===== src/rtl/path_tracer_pkg.sv =====
// Shared constants for the path tracer: direction codes, cost encoding,
// error codes and direction-to-offset helpers.
package path_tracer_pkg;

    localparam int COST_W = 12;
    localparam logic [COST_W-1:0] COST_INF = 12'hFFF;

    localparam logic [2:0] DIR_N  = 3'd0;
    localparam logic [2:0] DIR_NE = 3'd1;
    localparam logic [2:0] DIR_E  = 3'd2;
    localparam logic [2:0] DIR_SE = 3'd3;
    localparam logic [2:0] DIR_S  = 3'd4;
    localparam logic [2:0] DIR_SW = 3'd5;
    localparam logic [2:0] DIR_W  = 3'd6;
    localparam logic [2:0] DIR_NW = 3'd7;

    localparam logic [1:0] ERR_NONE    = 2'd0;
    localparam logic [1:0] ERR_UNREACH = 2'd1;
    localparam logic [1:0] ERR_LOOP    = 2'd2;
    localparam logic [1:0] ERR_BOUNDS  = 2'd3;

    // x step (-1, 0, +1) implied by a direction code
    function automatic logic signed [1:0] dirDx(input logic [2:0] dir);
        logic signed [1:0] d;
        d = 2'sd0;
        if (dir == DIR_NE || dir == DIR_E || dir == DIR_SE) d = 2'sd1;
        if (dir == DIR_SW || dir == DIR_W || dir == DIR_NW) d = -2'sd1;
        return d;
    endfunction

    // y step (-1, 0, +1) implied by a direction code; north is y-1
    function automatic logic signed [1:0] dirDy(input logic [2:0] dir);
        logic signed [1:0] d;
        d = 2'sd0;
        if (dir == DIR_SE || dir == DIR_S || dir == DIR_SW) d = 2'sd1;
        if (dir == DIR_N  || dir == DIR_NE || dir == DIR_NW) d = -2'sd1;
        return d;
    endfunction

endpackage


===== src/rtl/path_tracer_dir_offset.sv =====
// Combinational neighbour lookup: moves (x, y) one node along dir and flags
// when the result falls off the grid.
module dir_offset
    import path_tracer_pkg::*;
#(
    parameter int GW = 16,
    parameter int GH = 16,
    parameter int XW = 4,
    parameter int YW = 4
) (
    input  logic [XW-1:0] i_x,
    input  logic [YW-1:0] i_y,
    input  logic [2:0]    i_dir,
    output logic [XW-1:0] o_nx,
    output logic [YW-1:0] o_ny,
    output logic          o_oob
);

    logic signed [1:0]  w_dxRaw;
    logic signed [1:0]  w_dyRaw;
    logic signed [XW:0] w_dx;
    logic signed [YW:0] w_dy;
    logic signed [XW:0] w_sx;
    logic signed [YW:0] w_sy;

    assign w_dxRaw = dirDx(i_dir);
    assign w_dyRaw = dirDy(i_dir);
    assign w_dx    = {{(XW-1){w_dxRaw[1]}}, w_dxRaw};
    assign w_dy    = {{(YW-1){w_dyRaw[1]}}, w_dyRaw};

    // One extra signed bit lets a step below zero show up as negative; a step
    // past the top of a power-of-two grid wraps negative and is caught too.
    assign w_sx = $signed({1'b0, i_x}) + w_dx;
    assign w_sy = $signed({1'b0, i_y}) + w_dy;

    assign o_nx  = w_sx[XW-1:0];
    assign o_ny  = w_sy[YW-1:0];
    assign o_oob = (w_sx < 0) || (int'(w_sx) >= GW) ||
                   (w_sy < 0) || (int'(w_sy) >= GH);

endmodule


===== src/rtl/path_tracer.sv =====
// Walks a precomputed cost/direction grid backwards from a goal node,
// emitting each visited node over a valid/ready handshake until it reaches a
// zero-cost source, an unreachable node, the grid edge or the step limit.
module path_tracer
    import path_tracer_pkg::*;
#(
    parameter int GW        = 16,
    parameter int GH        = 16,
    parameter int XW        = 4,
    parameter int YW        = 4,
    parameter int MAX_STEPS = 256
) (
    input  logic              clk,
    input  logic              rst,
    input  logic              start,
    input  logic              abort,
    input  logic [XW-1:0]     goal_x,
    input  logic [YW-1:0]     goal_y,
    output logic [XW-1:0]     rd_x,
    output logic [YW-1:0]     rd_y,
    input  logic [COST_W-1:0] rd_cost,
    input  logic [2:0]        rd_dir,
    output logic              step_valid,
    input  logic              step_ready,
    output logic [XW-1:0]     step_x,
    output logic [YW-1:0]     step_y,
    output logic              step_last,
    output logic              busy,
    output logic              done,
    output logic              err,
    output logic [1:0]        err_code
);

    localparam int CNT_W = (MAX_STEPS > 1) ? $clog2(MAX_STEPS) : 1;
    localparam logic [CNT_W-1:0] CNT_LAST = CNT_W'(MAX_STEPS - 1);

    localparam logic [2:0] S_IDLE  = 3'd0;
    localparam logic [2:0] S_FETCH = 3'd1;
    localparam logic [2:0] S_EMIT  = 3'd2;
    localparam logic [2:0] S_DONE  = 3'd3;
    localparam logic [2:0] S_ERR   = 3'd4;

    logic [2:0]        r_state;
    logic [2:0]        w_nextState;
    logic [XW-1:0]     r_curX;
    logic [YW-1:0]     r_curY;
    logic [CNT_W-1:0]  r_cnt;
    logic [COST_W-1:0] r_cost;
    logic [2:0]        r_dir;
    logic [1:0]        r_errCode;

    logic [XW-1:0]     w_nextX;
    logic [YW-1:0]     w_nextY;
    logic              w_oob;
    logic              w_last;
    logic              w_handshake;

    dir_offset #(.GW(GW), .GH(GH), .XW(XW), .YW(YW)) u_dirOffset (
        .i_x   (r_curX),
        .i_y   (r_curY),
        .i_dir (r_dir),
        .o_nx  (w_nextX),
        .o_ny  (w_nextY),
        .o_oob (w_oob)
    );

    assign w_last      = (r_cost == '0);
    assign w_handshake = (r_state == S_EMIT) && step_ready;

    // Next-state decision; abort overrides everything, including a handshake
    always_comb begin
        w_nextState = r_state;
        case (r_state)
            S_IDLE:  if (start) w_nextState = S_FETCH;
            S_FETCH: w_nextState = (rd_cost == COST_INF) ? S_ERR : S_EMIT;
            S_EMIT: begin
                if (w_handshake) begin
                    if (w_last)                 w_nextState = S_DONE;
                    else if (r_cnt == CNT_LAST) w_nextState = S_ERR;
                    else if (w_oob)             w_nextState = S_ERR;
                    else                        w_nextState = S_FETCH;
                end
            end
            default: w_nextState = S_IDLE;
        endcase
        if (abort) w_nextState = S_IDLE;
    end

    // State register
    always_ff @(posedge clk or posedge rst) begin
        if (rst) r_state <= S_IDLE;
        else     r_state <= w_nextState;
    end

    // Trace datapath: current node, step counter, latched node data, error code
    always_ff @(posedge clk or posedge rst) begin
        if (rst) begin
            r_curX    <= '0;
            r_curY    <= '0;
            r_cnt     <= '0;
            r_cost    <= '0;
            r_dir     <= '0;
            r_errCode <= ERR_NONE;
        end else if (!abort) begin
            case (r_state)
                S_IDLE: begin
                    if (start) begin
                        r_curX    <= goal_x;
                        r_curY    <= goal_y;
                        r_cnt     <= '0;
                        r_errCode <= ERR_NONE;
                    end
                end
                S_FETCH: begin
                    r_cost <= rd_cost;
                    r_dir  <= rd_dir;
                    if (rd_cost == COST_INF) r_errCode <= ERR_UNREACH;
                end
                S_EMIT: begin
                    if (w_handshake && !w_last) begin
                        if (r_cnt == CNT_LAST) begin
                            r_errCode <= ERR_LOOP;
                        end else if (w_oob) begin
                            r_errCode <= ERR_BOUNDS;
                        end else begin
                            r_curX <= w_nextX;
                            r_curY <= w_nextY;
                            r_cnt  <= r_cnt + 1'b1;
                        end
                    end
                end
                default: ;
            endcase
        end
    end

    assign rd_x       = r_curX;
    assign rd_y       = r_curY;
    assign step_valid = (r_state == S_EMIT);
    assign step_x     = r_curX;
    assign step_y     = r_curY;
    assign step_last  = step_valid && w_last;
    assign busy       = (r_state != S_IDLE);
    assign done       = (r_state == S_DONE);
    assign err        = (r_state == S_ERR);
    assign err_code   = r_errCode;

endmodule


===== config.mk =====
export PLATFORM = sky130hd
export DESIGN_NAME = path_tracer
export DESIGN_NICKNAME = d
export VERILOG_FILES = /design/src/rtl/path_tracer_pkg.sv /design/src/rtl/path_tracer_dir_offset.sv /design/src/rtl/path_tracer.sv
export SDC_FILE = /design/constraint.sdc
export NUM_CORES = 1
export LEC_CHECK = 0
export CORE_UTILIZATION = 30
export DETAILED_ROUTE_END_ITERATION = 8
export HOLD_SLACK_MARGIN = 0.05
export PLACE_DENSITY_LB_ADDON = 0.25
export SETUP_SLACK_MARGIN = 0.4
export SYNTH_ARGS = -nofsm -noshare
export SYNTH_HDL_FRONTEND = slang
export SYNTH_SLANG_ARGS = --single-unit

===== constraint.sdc =====
create_clock -name clk -period 2.8 [get_ports clk]
set_clock_uncertainty 0.1 [all_clocks]
set_input_delay 0.42 -clock clk [delete_from_list [all_inputs] [get_ports clk]]
set_output_delay 0.42 -clock clk [all_outputs]
set_load 0.01 [all_outputs]

# == After elaboration in Yosys (flattened, before gate mapping) ==
# Index checks and enable logic that the tools add are counted.
# totals
in_bits,28
output_inout_bits,23
ff_bits,36
wordCells,94
# op_classes
add_sub_neg,3
bitwise,1
eq_ne,21
mux,33
n_lt_le_gt_ge,4
n_reduce_logical,25
# ops
cell,n
4-bit 2-to-1 mux,8
8-bit 2-to-1 mux,4
3-bit 2-to-1 mux,7
4-bit one-hot mux with 2 select lines,2
8-bit one-hot mux with 2 select lines,1
3-bit equality test (second input constant),5
2-bit 2-to-1 mux,7
12-bit equality test (second input constant),1
3-bit by 2-bit equality test with 1-bit output (second input constant),4
5-bit by 6-bit >= comparator with 1-bit output (second input constant),2
12-bit logical NOT,1
6-bit AND reduction,2
1-bit logical OR,11
5-bit by 2-bit adder with 5-bit output,2
5-bit by 1-bit < comparator with 1-bit output (second input constant),2
3-bit one-hot mux with 3 select lines,1
8-bit by 1-bit adder with 8-bit output (second input constant),1
8-bit equality test (second input constant),1
2-bit != test (second input constant),4
3-bit by 1-bit equality test with 1-bit output (second input constant),2
3-bit logical NOT,2
2-bit one-hot mux with 3 select lines,1
3-bit nonzero test,2
2-bit AND reduction,2
9 further kinds,12

# == Depth between registers and ports, before layout ==
# Gate-level depths: netlist of run 1.
# depth
word_depth,16
depth_mapped,8

# == By module ==
# From an unflattened synthesis of run 1, not the netlist that was laid out.
# unflattened
cells_unflattened,238
hier_area_um2,2373.5
# by_module_without_submodules
mod,cells_per_inst,instances,area_per_inst_um2
path_tracer,192,1,2016.9
dir_offset,46,1,356.6

# == Worst setup path before layout of run 1 ==
# No wires, ideal clock.
# synth_path
kind,flip-flop to flip-flop
start,register r_dir[1]
end,register r_curX[1] (netlist: rd_x[1])
period_less_slack_ps,2752
t_arrival_ps,2527
setup_slack_ps,48
path_buffers,0
stages_incl_launch_ff,9
t_required_ps,2575
path_cell_list,dfrtp_1 > and3_4 > or2_2 > fa_1 > nand3_1 > a211o_4 > o211ai_4 > o21ai_4 > mux2_4
# synth_between
elab_chain_cells,12
# synth_rtl
item,line,text
"start, declared",path_tracer.sv:49,logic [2:0] r_dir;
"start signal, assigned",path_tracer.sv:116,r_dir <= rd_dir;
3-bit by 1-bit equality test with 1-bit output / 3-bit by 2-bit equality test with 1-bit output (equally long branches),"path_tracer_pkg.sv:26, path_tracer_pkg.sv:36",
1-bit logical OR (2 in a row),path_tracer_pkg.sv:26,if (dir == DIR_NE || dir == DIR_E || dir == DIR_SE) d = 2'sd1;
1-bit 2-to-1 mux,path_tracer_pkg.sv:26,
2-bit 2-to-1 mux,path_tracer_pkg.sv:27,if (dir == DIR_SW || dir == DIR_W || dir == DIR_NW) d = -2'sd1;
5-bit by 2-bit adder with 5-bit output,path_tracer_dir_offset.sv:33,"assign w_sx = $signed({1'b0, i_x}) + w_dx;"
5-bit by 6-bit >= comparator with 1-bit output / 5-bit by 1-bit < comparator with 1-bit output (equally long branches),path_tracer_dir_offset.sv:38,assign o_oob = (w_sx < 0) || (int'(w_sx) >= GW) ||
1-bit logical OR (2 in a row),path_tracer_dir_offset.sv:38,
1-bit logical OR,path_tracer_dir_offset.sv:39,(w_sy < 0) || (int'(w_sy) >= GH);
2-bit != test (no source line),-,
6-bit AND reduction (no source line),-,
"end signal, assigned",path_tracer.sv:108,r_curX <= goal_x;
"end signal, assigned",path_tracer.sv:126,r_curX <= w_nextX;
"end, declared",path_tracer.sv:45,logic [XW-1:0] r_curX;
# Parallel ways exist; a longest one is shown, timed or not. The select of a mux whose other input is x is not followed.
# A chain may end at the register's enable or synchronous reset.

# == Worst setup path after layout of run 1 ==
# layout_path
start,register r_dir[0]
end,register r_curY[2] (netlist: rd_y[2])
# layout_between
elab_chain_cells,12
# layout_rtl
item,line,text
3-bit by 1-bit equality test with 1-bit output / 3-bit by 2-bit equality test with 1-bit output (equally long branches),"path_tracer_pkg.sv:26, path_tracer_pkg.sv:36",
1-bit logical OR (2 in a row),path_tracer_pkg.sv:26,
1-bit 2-to-1 mux,path_tracer_pkg.sv:26,
2-bit 2-to-1 mux,path_tracer_pkg.sv:27,
5-bit by 2-bit adder with 5-bit output,path_tracer_dir_offset.sv:33,
5-bit by 6-bit >= comparator with 1-bit output / 5-bit by 1-bit < comparator with 1-bit output (equally long branches),path_tracer_dir_offset.sv:38,
1-bit logical OR (2 in a row),path_tracer_dir_offset.sv:38,
1-bit logical OR,path_tracer_dir_offset.sv:39,
2-bit != test (no source line),-,
6-bit AND reduction (no source line),-,
"end signal, assigned",path_tracer.sv:109,r_curY <= goal_y;
"end signal, assigned",path_tracer.sv:127,r_curY <= w_nextY;
"end, declared",path_tracer.sv:46,logic [YW-1:0] r_curY;
# Parallel ways exist; a longest one is shown, timed or not. The select of a mux whose other input is x is not followed.

==> results of run 1 <==
layer usage:
layer  GRT usage [%]  wire length [um]  up-vias
li1                -                 -      895
met3            3.45               212        5
met4            3.23                51        0
met1            17.6              2480      885
met5               0                 0        -
met2            22.3              2560       36
cell type report:
class / count / area share [%]
clock buffer: 5 / 2.07
timing repair buffer: 69 / 20.8
tap: 99 / 3.73
inverter: 9 / 1.09
clock inverter: 3 / 0.715
multi-input combinational: 159 / 44.4
sequential: 36 / 27.2
metrics by stage:
stage,setup WS (ns),instances
floorplan,0.308,215
CTS,0.231,375
detailed placement,0.140,358
global placement,0.196,358
global route,0.185,380
finish,0.253,380
registers in the layout, summed over array words and instances, names as in the netlist:
signal	count
rd_y	4
r_cnt	8
err_code	2
r_dir	3
rd_x	4
r_state	3
r_cost	12
synthesized netlist by cell type, drive strengths merged, types with 5 or more instances:
cell    count  area [um2]
nand3       7        35.0
ha          9         113
nand2      29         111
nand4       6        58.8
nor4        5        50.1
mux2       23         289
mux2i       7        70.1
o21ai       8        55.1
buf        11        87.6
nand2b      7        43.8
dfrtp      36         901
nor2        7        26.3
a21oi       9        52.6
inv         9        33.8
nor3        7        46.3
repair_timing:
| item | in CTS | in global routing |
|---|---|---|
| endpoints found under the setup margin | 20 | 22 |
| gates cloned | 0 | 1 |
| buffers inserted | 9 | 4 |
| resized for setup | 12 | 13 |
| hold buffers | 0 | 0 |
| pin swaps | 4 | 9 |
how the worst min path moves through the flow:
stage	from	to	depth (start not counted)
after floorplan	r_cost[3]	r_cost[3]	1
after detailed placement	r_cost[7]	r_cost[7]	1
final	r_cost[7]	r_cost[7]	1
after global placement	r_cost[7]	r_cost[7]	1
after global routing	r_cost[3]	r_cost[3]	1
after CTS	r_cost[7]	r_cost[7]	1
kinds of logic after synthesis:
family                     synth area share [%]
DFF                                        38.5
adders and majority gates                  6.52
xor gates and xnor gates                   1.50
buffers and inverters                      5.18
and+or+nand+nor                            20.5
AOI/OAI and AO/OA                          12.5
muxes                                      15.3
power breakdown:
group	switching, W	internal [W]	total (W)
sequential	0.000214	0.000713	0.000927
combinational	0.000973	0.00143	0.00240
clock	0.000217	0.000176	0.000394
total	0.00140	0.00232	0.00372
==> metrics list, run 1 <==
* Post-synth cell types: 55
* First-pass DRT Iterations: 4
* Total power draw: 0.00372 W
- Slew @ Worst Pin: 0.476 ns
- Input and output buffers added on the ports amount to 50.
- The library cell used most frequently in the layout, excluding fill and tap cells, is sky130_fd_sc_hd__clkdlybuf4s50_1.
- In this run the static leakage power is 1.37 nW.
- The floorplan step defined a die boundary enclosing 8160 um2.
- Number of violations of the max-capacitance limit: 0
* Path type of the worst min-delay path: reg2reg
* Routed wire length: 5.30 mm
* Leading cell types in the layout, fill and taps excluded: sky130_fd_sc_hd__clkdlybuf4s50_1 (49), sky130_fd_sc_hd__dfrtp_1 (33), sky130_fd_sc_hd__nand2_1 (28)
- Compared with the post-synthesis result, the final layout area differs by 42.0%.
- Data arrives at the worst endpoint at 2.63 ns.
* Insertion delay of the later-clocked pin in the worst-skew pair: 0.30 ns
* Register cell area after layout: 905 um2
- For this design the top-level I/O count stands at 51.
- Entering global routing, the biggest net connects 37 pins.
* Part of the Yosys area used for sequential elements: 38.5%
- Fraction of final layout cells sized beyond drive strength 1: 34.2%
* Filler cell count in the final layout: 697
- Average cell area after synthesis: 10.9 um2
* Cell chain of the critical path: or2b_1 > ha_2 > fa_2 > nand3_4 > a211o_4 > o211ai_4 > o21ai_4 > clkbuf_16 > mux2_4
* Worst-case vdd ir drop: 0.470 mV
- Counting flops with an async set or reset pin after synthesis yields a share of 100%.
* Layout Utilization: 44.9%
* Most used flip-flop cell after synthesis: sky130_fd_sc_hd__dfrtp_1
- Routed length per placed instance: 13.9 um
* Final critical-path required period: 2.55 ns
* Via/cell ratio: 4.79
- Remaining max-slew budget at the tightest pin: 68.3%
- Floorplan row count: 31
- Clock tree root driver cell: sky130_fd_sc_hd__clkbuf_8
- Instance area at placement: 3000 um2
- Kind of cell with the highest combined delay on the critical path: adder cells
* Total of flip-flops plus latches after synthesis: 36
- Dividing the final minimum period by the clock period gives 91.0%.
- Hold timing on the final database bottoms out at a slack of 0.413 ns.
- Die W: 90.3 um
* Crit-path max FO: 5
- Global Route Usage Sum: 13.5%
- Clock transition time at the flip-flop clock pins of the worst setup and hold paths: 0.08 ns
- CTS tree: built
- Counting every instance in the synthesized netlist gives 215.
- The worst register-to-register path begins at r_dir[0].
- Dividing total power by cell area gives a power density of 1120 nW/um2.
* Critical path required time: 2.89 ns
- The detail route stage leaves a number of antenna-violating nets equal to 0.
- Cell at the slowest stage of the critical path: sky130_fd_sc_hd__dfrtp_1
* Footprint of the multi-input gates: 1480 um2
* RSZ-0062 raised after global routing: yes
* Setup Crit Path Kind: reg2reg
- The via count of the first global-routing pass was 1819.
* Setup Total Neg Slack: 0 ns
* Worst reg2reg endpoint: rd_y[2]
- Following the worst setup path forward leads to its endpoint at rd_y[2].
* Cell Area, Synth: 2340 um2
- Core Box Area: 7410 um2
* Vias after detailed routing: 1821
* Post-route DRC: 0
* Initial antenna violation count: 0
* Instance count on the critical path: 9
- The count of final hold-check violations came to 0.
* Status: finished, final reports clean
- Clk buf depth: 2
* Cells on worst reg2reg path: 9
- Final HPWL DP: 3.83 mm
- Initial standard-cell utilization of the core: 31.6%
* Maximum cell stage delay along the critical path: 0.43 ns
* Count of final setup violators: 0
* Setup slack of the most critical reg-to-reg path: 0.25 ns
* Die height: 90.3 um
* TritonCTS Buffers: 5
- The H-tree generated during clock tree synthesis spans 2 levels.
- The first global-routing pass estimated 8.78 mm of wire.
- Yosys mapped a number of flops with a built-in enable equal to 0.
- After global routing the overflow that remains totals 0.
- The clock net in this run drives a total of 36 sinks.
- The Yosys step of the flow raised 0 warnings.
- Routability-driven placement finished with a final weighted congestion of 0.768.
- Based on the critical path, the design can be clocked at up to 393 MHz.
- Together, buffers and inverters on the worst path number 1.
- Layout net count: 319
* Post-route design area: 3320 um2
- Critical path startpoint: r_dir[0]
- The number of nets handed over by synthesis was 254.
* Critical Path Sink Type: flip-flop
* Count of pins over their slew limit: 0
* Iteration-0 DRC count of the detailed router: 50
* Ant. Diodes: 0
- The worst setup path is launched from a flip-flop.
Note: power is estimated with default switching activity, not from simulation.
==> run 2: changes to the inputs <==
--- a/config.mk
+++ b/config.mk
@@ -5,11 +5,11 @@
 export SDC_FILE = /design/constraint.sdc
 export NUM_CORES = 1
 export LEC_CHECK = 0
+export CAP_MARGIN = 20
 export CORE_UTILIZATION = 30
 export DETAILED_ROUTE_END_ITERATION = 8
 export HOLD_SLACK_MARGIN = 0.05
 export PLACE_DENSITY_LB_ADDON = 0.25
-export SETUP_SLACK_MARGIN = 0.4
 export SYNTH_ARGS = -nofsm -noshare
 export SYNTH_HDL_FRONTEND = slang
 export SYNTH_SLANG_ARGS = --single-unit
==> run 2 against run 1 <==
  * Sequential share of layout area grew 1.8 points
  * Clock-buffer cell count is the same
  * Non-clock buffer count down 11
  * Global-route usage fell by 0.54 points
  * Sequential power decreased by 2%
  * Maximum frequency fell by 5.6%
  * Critical endpoint is now rd_x[0]
  * Critical path depth stayed put
  * Hold slack better by 0.0074 ns
  * Sequential cell count unchanged
  * Cell count down 2.9%
  * Highest routed layer unchanged
==> metrics list, run 2 (synthesized netlist as in run 1, its figures left out) <==
- The worst reg2reg path depth is 9 (unchanged).
* Fraction of final layout cells sized beyond drive strength 1: 23.3% (-11 points)
* Filler cell count in the final layout: 716 (+2.7%)
* Maximum number of pins on one net before global-route repair: 37 (unchanged)
* Floorplan row count: 31 (unchanged)
- Layout net count: 308 (-3.4%)
- Internal cell power: 0.00198 W (-15%)
- The final-report setup violation count is 0 (unchanged).
- The final number of max-transition violations came to 0 (unchanged).
- Vias after detailed routing: 1735 (-4.7%)
- Iteration-0 DRC count of the detailed router: 37 (-26%)
- Arrival time at the worst endpoint: 2.77 ns (+0.14 ns)
- The clock buffer count from CTS was 5 (unchanged).
- Routed length per placed instance: 13.2 um (-4.9%)
* Critical Path Sink Type: flip-flop
- The reg-to-reg setup timing slack was 0.10 ns (-0.15 ns).
* Status: finished, final reports clean
- The overall die area came to 8160 um2 (unchanged).
- TritonCTS built the clock tree.
- The count of maximum capacitance violations was 0 (unchanged).
- The final total negative setup slack came to 0 ns (unchanged).
* FMAX: 371 MHz (-5.6%)
- Largest registers in the final layout: r_cost x12, r_cnt x8
- Setup repair after global routing left no endpoint under its margin.
* Number of hold violations in the final report: 0 (unchanged)
- The worst register-to-register path begins at r_dir[1].
* Clock Power Share: 14.6% (+4.0 points)
* Initial antenna violation count: 0 (unchanged)
* Signed area change from the synthesized netlist to the final layout: 32.4%
* Core Box Area: 7410 um2 (unchanged)
* Switching pwr: 0.00117 W (-16%)
- For hold timing, the worst endpoint is r_cost[7].
- The via count of the first global-routing pass is 1750 (-3.8%).
* Port Buffer Count: 50 (unchanged)
- The horizontal die dimension is 90.3 um (unchanged).
- Final GP Congestion: 0.755 (-1.7%)
- Power density of the placed cells: 1020 nW/um2 (-9.2%)
* Final HPWL DP: 3.70 mm (-3.4%)
- The worst setup path is launched from a flip-flop.
* Initial standard-cell utilization of the core: 31.6% (unchanged)
* Insertion delay of the later-clocked pin in the worst-skew pair: 0.29 ns (about the same)
- Clk buf depth: 2 (unchanged)
- The largest stage delay on the critical path was 0.43 ns (about the same).
- Worst Setup Slack post-DPL: 0.0516 ns (-0.0881 ns)
- The post-route clock period utilization came to 96.3% (+5.4 points).
* Worst-case vdd ir drop: 0.338 mV (-28%)
* Htree depth: 2 (unchanged)
- Remaining antenna violation count: 0 (unchanged)
* Global-route wire length before repair: 8.40 mm (-4.2%)
* Die height: 90.3 um (unchanged)
* Final critical-path required period: 2.70 ns (+0.151 ns)
* # clock sinks: 36 (unchanged)
- In the layout the commonest cells are sky130_fd_sc_hd__clkdlybuf4s50_1 (50), sky130_fd_sc_hd__dfrtp_1 (36), sky130_fd_sc_hd__nand2_1 (28).
* Setup Crit Path Kind: reg2reg
- The hold path depth came to 1 (unchanged).
- The tree is rooted in a sky130_fd_sc_hd__clkbuf_8.
- The storage element area is 901 um2 (-0.41%).
- The setup slack of the critical path after layout was 0.102 ns (-0.151 ns).
* Slew @ Worst Pin: 0.473 ns (-0.00282 ns)
- Startpoint of the tightest hold check path: r_cost[7]
* Critical path required time: 2.87 ns (-0.02 ns)
* Post-route DRC: 0 (unchanged)
- The switching portion of total power is 37.2% (-0.48 points).
- P_leak: 1.29 nW (-5.8%)
* Ant. Diodes: 0 (unchanged)
- Worst reg2reg endpoint: rd_x[0]
* Fraction of power consumed by combinational cells: 56.5% (-8.0 points)
- The library cell used most frequently in the layout, excluding fill and tap cells, is sky130_fd_sc_hd__clkdlybuf4s50_1.
* Cell chain of the critical path: or2_2 > ha_1 > fa_1 > nand3_1 > and3_2 > o211ai_4 > o21ai_4 > buf_12 > mux2_4
- Number of top-level design ports: 51 (unchanged)
- The register clock-pin slew on the reported worst setup and hold paths came to 0.08 ns (about the same).
- The worst-path maximum fanout is 9 (+4).
- Flip-flop count of the largest register after layout: 12 (unchanged)
- Hold-fix buffers, CTS: 0 (unchanged)
* Remaining max-slew budget at the tightest pin: 68.5% (+0.19 points)
- The sequential share of power came to 28.9% (+4.0 points).
- Most flops, register: r_cost
* Via/cell ratio: 4.70 (-1.9%)
- Cell at the slowest stage of the critical path: sky130_fd_sc_hd__dfrtp_1
- The iteration count of the initial detailed-routing pass came to 4 (unchanged).
- The residual overflow from global routing came to 0 (unchanged).
- The final routed wirelength across all metal layers was 4.89 mm (-7.7%).
* Global Route Usage Sum: 12.9% (-0.54 points)
- The min-delay analysis places its worst path in the category reg2reg.
- The combined area of the multi-input logic cells was 1360 um2 (-8.0%).
-- run 2: changes by cell type in the layout (fill, tap and decap cells not counted), sizes merged --
cell,delta
buf,-10
bufinv,+1
clkbuf,-1
clkdlybuf4s50,+1
clkinvlp,-1
dlymetal6s2s,-1
-- run 2: critical path: cells and delay by family (launching register included) --
family / cells / cell delay, ns
DFF: 1 / 0.43
buffers and inverters: 1 / 0.16
adders and majority gates: 2 / 0.61
muxes: 1 / 0.30
and+or+nand+nor: 3 / 0.66
AOI/OAI and AO/OA: 2 / 0.32
-- run 2: power groups by stage --
stage	Sequential, W	Combinational (W)	Clock, W
2_1_floorplan	0.000906	0.00122	0
3_3_place_gp	0.000910	0.00170	0
3_5_place_dp	0.000918	0.00172	0
4_1_cts	0.000908	0.00172	0.000478
5_1_grt	0.000948	0.00196	0.000498
6_report	0.000911	0.00178	0.000459
-- run 2: repair_timing --
item	CTS	global route
setup endpoints to repair	0	10
gates resized for setup	0	5
setup buffers	0	0
-- run 2: metal layers --
layer,up-vias,global-route usage (%),share of wire (%)
met5,-,0,0
met4,0,3.63,1.1
met3,5,2.95,3.7
met2,35,21.2,48
met1,826,17.1,47
li1,869,-,-
-- run 2: worst max-delay path by stage --
stage / from / end / slack [ns]
after floorplan: r_dir[1] / rd_x[1] / 0.05
after global placement: r_dir[0] / rd_x[0] / 0.10
after detailed placement: r_dir[1] / rd_x[0] / 0.05
after CTS: r_dir[1] / rd_x[0] / 0.04
after global routing: r_dir[1] / rd_y[0] / 0.00005
final: r_dir[1] / rd_x[0] / 0.10
-- run 2: area by class of cell --
cell class / count / share of cell area (%)
repair buffers: 58 / 18.5
multi-input cells: 159 / 43.8
flip-flops and latches: 36 / 29.1
inverters: 9 / 1.09
well taps: 99 / 4.00
clock buffers: 5 / 2.22
clock inverters: 3 / 1.37
-- run 2: per-stage QoR --
| stage | hold WS, ns | utilization, % | instances | power (W) | instance area (um2) |
|---|---|---|---|---|---|
| 2_1_floorplan | 0.379 | - | 215 | 0.00213 | 2340 |
| 5_1_grt | 0.451 | 41.9 | 369 | 0.00340 | 3100 |
| 3_5_place_dp | 0.408 | 39.8 | 361 | 0.00264 | 2950 |
| 3_3_place_gp | 0.399 | 39.8 | 361 | 0.00261 | 2950 |
| 6_report | 0.420 | 41.9 | 369 | 0.00315 | 3100 |
| 4_1_cts | 0.427 | 41.3 | 369 | 0.00311 | 3060 |
==> run 3: changes to the inputs <==
--- a/config.mk
+++ b/config.mk
@@ -9,7 +9,7 @@
 export CORE_UTILIZATION = 30
 export DETAILED_ROUTE_END_ITERATION = 8
 export HOLD_SLACK_MARGIN = 0.05
-export PLACE_DENSITY_LB_ADDON = 0.25
+export PLACE_DENSITY = 0.62
 export SYNTH_ARGS = -nofsm -noshare
 export SYNTH_HDL_FRONTEND = slang
 export SYNTH_SLANG_ARGS = --single-unit
==> run 3 against run 2 <==
  * Critical path depth up 1
  * Clock-buffer cell count unchanged
  * Global-route usage decreased by 0.41 points
  * Core utilization shrank 0.084 points
  * Total power is essentially flat
  * Sequential power hardly changed
  * Critical endpoint is now rd_x[2]
==> metrics list, run 3 (synthesized netlist as in run 1, its figures left out) <==
- The peak ir drop on the vdd network was 0.313 mV (-7.5%).
* Commonest non-fill, non-tap cell in the layout: sky130_fd_sc_hd__clkdlybuf4s50_1
- The detailed router's first-iteration violation count came to 60 (+62%).
- Number of violations of the max-capacitance limit: 0 (unchanged)
* Number of top-level design ports: 51 (unchanged)
- In this run the worst setup path begins at r_dir[0].
- The count of buffers inserted at the top-level ports came to 50 (unchanged).
- Status: finished, final reports clean
- The iteration count of the initial detailed-routing pass came to 4 (unchanged).
* Hold slack final: 0.417 ns (-0.00316 ns)
* Slew @ Worst Pin: 0.475 ns (+0.00173 ns)
- TritonCTS Buffers: 5 (unchanged)
- Fraction of final layout cells sized beyond drive strength 1: 23.2% (-0.086 points)
- R2r startpoint: r_dir[0]
- Maximum number of pins on one net before global-route repair: 37 (unchanged)
- Critical path required time: 2.88 ns (about the same)
- The overall die area is 8160 um2 (unchanged).
- Arrival time at the worst endpoint: 2.76 ns (about the same)
- Remaining max-slew budget at the tightest pin: 68.3% (-0.12 points)
* Part of the cycle the worst path needs: 95.8% (-0.55 points)
- Worst setup SP type: flip-flop
* Count of final setup violators: 0 (unchanged)
- Clock transition time at the flip-flop clock pins of the worst setup and hold paths: 0.08 ns (about the same)
- The horizontal die dimension came to 90.3 um (unchanged).
- Global Route met3 Usage: 3.28% (+0.34 points)
- The total routing resource utilization after global routing came to 12.5% (-0.41 points).
* Number of hold violations in the final report: 0 (unchanged)
- Power density of the placed cells: 1020 nW/um2 (+0.28%)
- The maximum root-to-sink buffer count came to 2 (unchanged).
- Largest registers in the final layout: r_cost x12, r_cnt x8
- The met1 global-route usage came to 17.8% (+0.69 points).
- Clock tree root driver cell: sky130_fd_sc_hd__clkbuf_8
* Post-route design area: 3090 um2 (-0.20%)
- The initial standard-cell utilization of the core is 31.6% (unchanged).
- Htree depth: 2 (unchanged)
- The final number of max-transition violations was 0 (unchanged).
- Setup Crit Path Kind: reg2reg
- Instance area at placement: 2950 um2 (-0.17%)
* CTS tree: built
- RSZ-0062 raised after global routing: no
- Leading cell types in the layout, fill and taps excluded: sky130_fd_sc_hd__clkdlybuf4s50_1 (50), sky130_fd_sc_hd__dfrtp_1 (36), sky130_fd_sc_hd__nand2_1 (28)
* Setup Total Neg Slack: 0 ns (unchanged)
- From synthesis to final layout, the design area changed by 32.2%.
- The static power due to leakage came to 1.30 nW (+0.13%).
* Remaining antenna violation count: 0 (unchanged)
- The worst-path maximum fanout is 8 (-1).
* Layout Utilization: 41.8% (-0.084 points)
- Post-route DRC: 0 (unchanged)
* Routed length per placed instance: 12.9 um (-2.5%)
- The global routing met2 resource utilization is 18.8% (-2.4 points).
* # clock sinks: 36 (unchanged)
* Final HPWL DP: 3.68 mm (-0.59%)
- Flip-flop count of the largest register after layout: 12 (unchanged)
* Global-route wire length before repair: 8.29 mm (-1.4%)
* Final GP Congestion: 0.790 (+4.7%)
* Die height: 90.3 um (unchanged)
- The site row count was 31 (unchanged).
- Core Box Area: 7410 um2 (unchanged)
- Insertion delay of the later-clocked pin in the worst-skew pair: 0.29 ns (about the same)
- The achievable frequency is 373 MHz (+0.57%).
- Path type of the worst min-delay path: reg2reg
* Final critical-path required period: 2.68 ns (-0.0154 ns)
- The via count of the routed design is 1747 (+0.69%).
- The final routed wirelength across all metal layers came to 4.78 mm (-2.2%).
* Layout net count: 309 (+0.32%)
- Most congested layer reported by global routing: met2
- The initial antenna violation count is 0 (unchanged).
- The diode insertion count for antenna repair came to 0 (unchanged).
- The startpoint identified for the worst hold timing path is r_cost[3].
- The vias per cell is 4.72 (+0.42%).
- The post-cts hold buffer count was 0 (unchanged).
* Critical Path Sink Type: flip-flop
* Most flops, register: r_cost
* Overflow left after global routing: 0 (unchanged)
- The via count of the first global-routing pass came to 1700 (-2.9%).
-- run 3: worst paths after layout --
| kind | endpoint | slack (ns) | cells after the start |
|---|---|---|---|
| setup / recovery | rd_x[2] | 0.12 | 10 |
| min in group asynchronous | r_cnt[5] | 0.43 | 3 |
| max in group asynchronous | r_state[2] | 1.83 | 3 |
| hold reg to reg | r_cost[3] | 0.42 | 1 |
| setup reg to reg | rd_x[2] | 0.12 | 10 |
| hold / removal | r_cost[3] | 0.42 | 1 |
-- run 3: repair_timing --
| action | 4_1_cts | 5_1_grt |
|---|---|---|
| setup buffers | 0 | 0 |
| gates resized for setup | 0 | 5 |
| setup endpoints to repair | 0 | 8 |
-- run 3: cell type report --
type	instances	area (um2)
tap	99	124
sequential	36	901
timing repair buffer	59	572
fill	717	4310
multi-input combinational	159	1350
clock buffer	5	68.8
clock inverter	3	46.3
inverter	9	33.8
-- run 3: through the flow --
step,power [W],worst slack [ns],instances
after floorplan,0.00213,0.0477,215
after global placement,0.00260,0.0906,362
after detailed placement,0.00263,0.0316,362
after CTS,0.00311,0.0329,370
after global routing,0.00339,0.0307,370
final,0.00315,0.118,370
-- run 3: critical path: stages (launching register included) --
cell and delay (ns):
sky130_fd_sc_hd__dfrtp_1 0.42, sky130_fd_sc_hd__and3_4 0.22, sky130_fd_sc_hd__or2_4 0.29, sky130_fd_sc_hd__fa_1 0.47
sky130_fd_sc_hd__nand3_1 0.15, sky130_fd_sc_hd__buf_4 0.13, sky130_fd_sc_hd__o211ai_4 0.08, sky130_fd_sc_hd__o211ai_4 0.15
sky130_fd_sc_hd__o21ai_4 0.10, sky130_fd_sc_hd__buf_4 0.16, sky130_fd_sc_hd__mux2_4 0.29
-- run 3: layer usage --
metal | vias up | part of all wire [%]
met1 | 839 | 50
met4 | 0 | 0.75
met2 | 31 | 45
li1 | 873 | -
met3 | 4 | 4.3
met5 | - | 0
-- run 3: power breakdown --
group          switching (W)  internal (W)  leakage [nW]
Combinational       0.000769       0.00100         0.792
Sequential          0.000201      0.000711         0.450
Clock               0.000202      0.000268        0.0548
Total                0.00117       0.00198          1.30
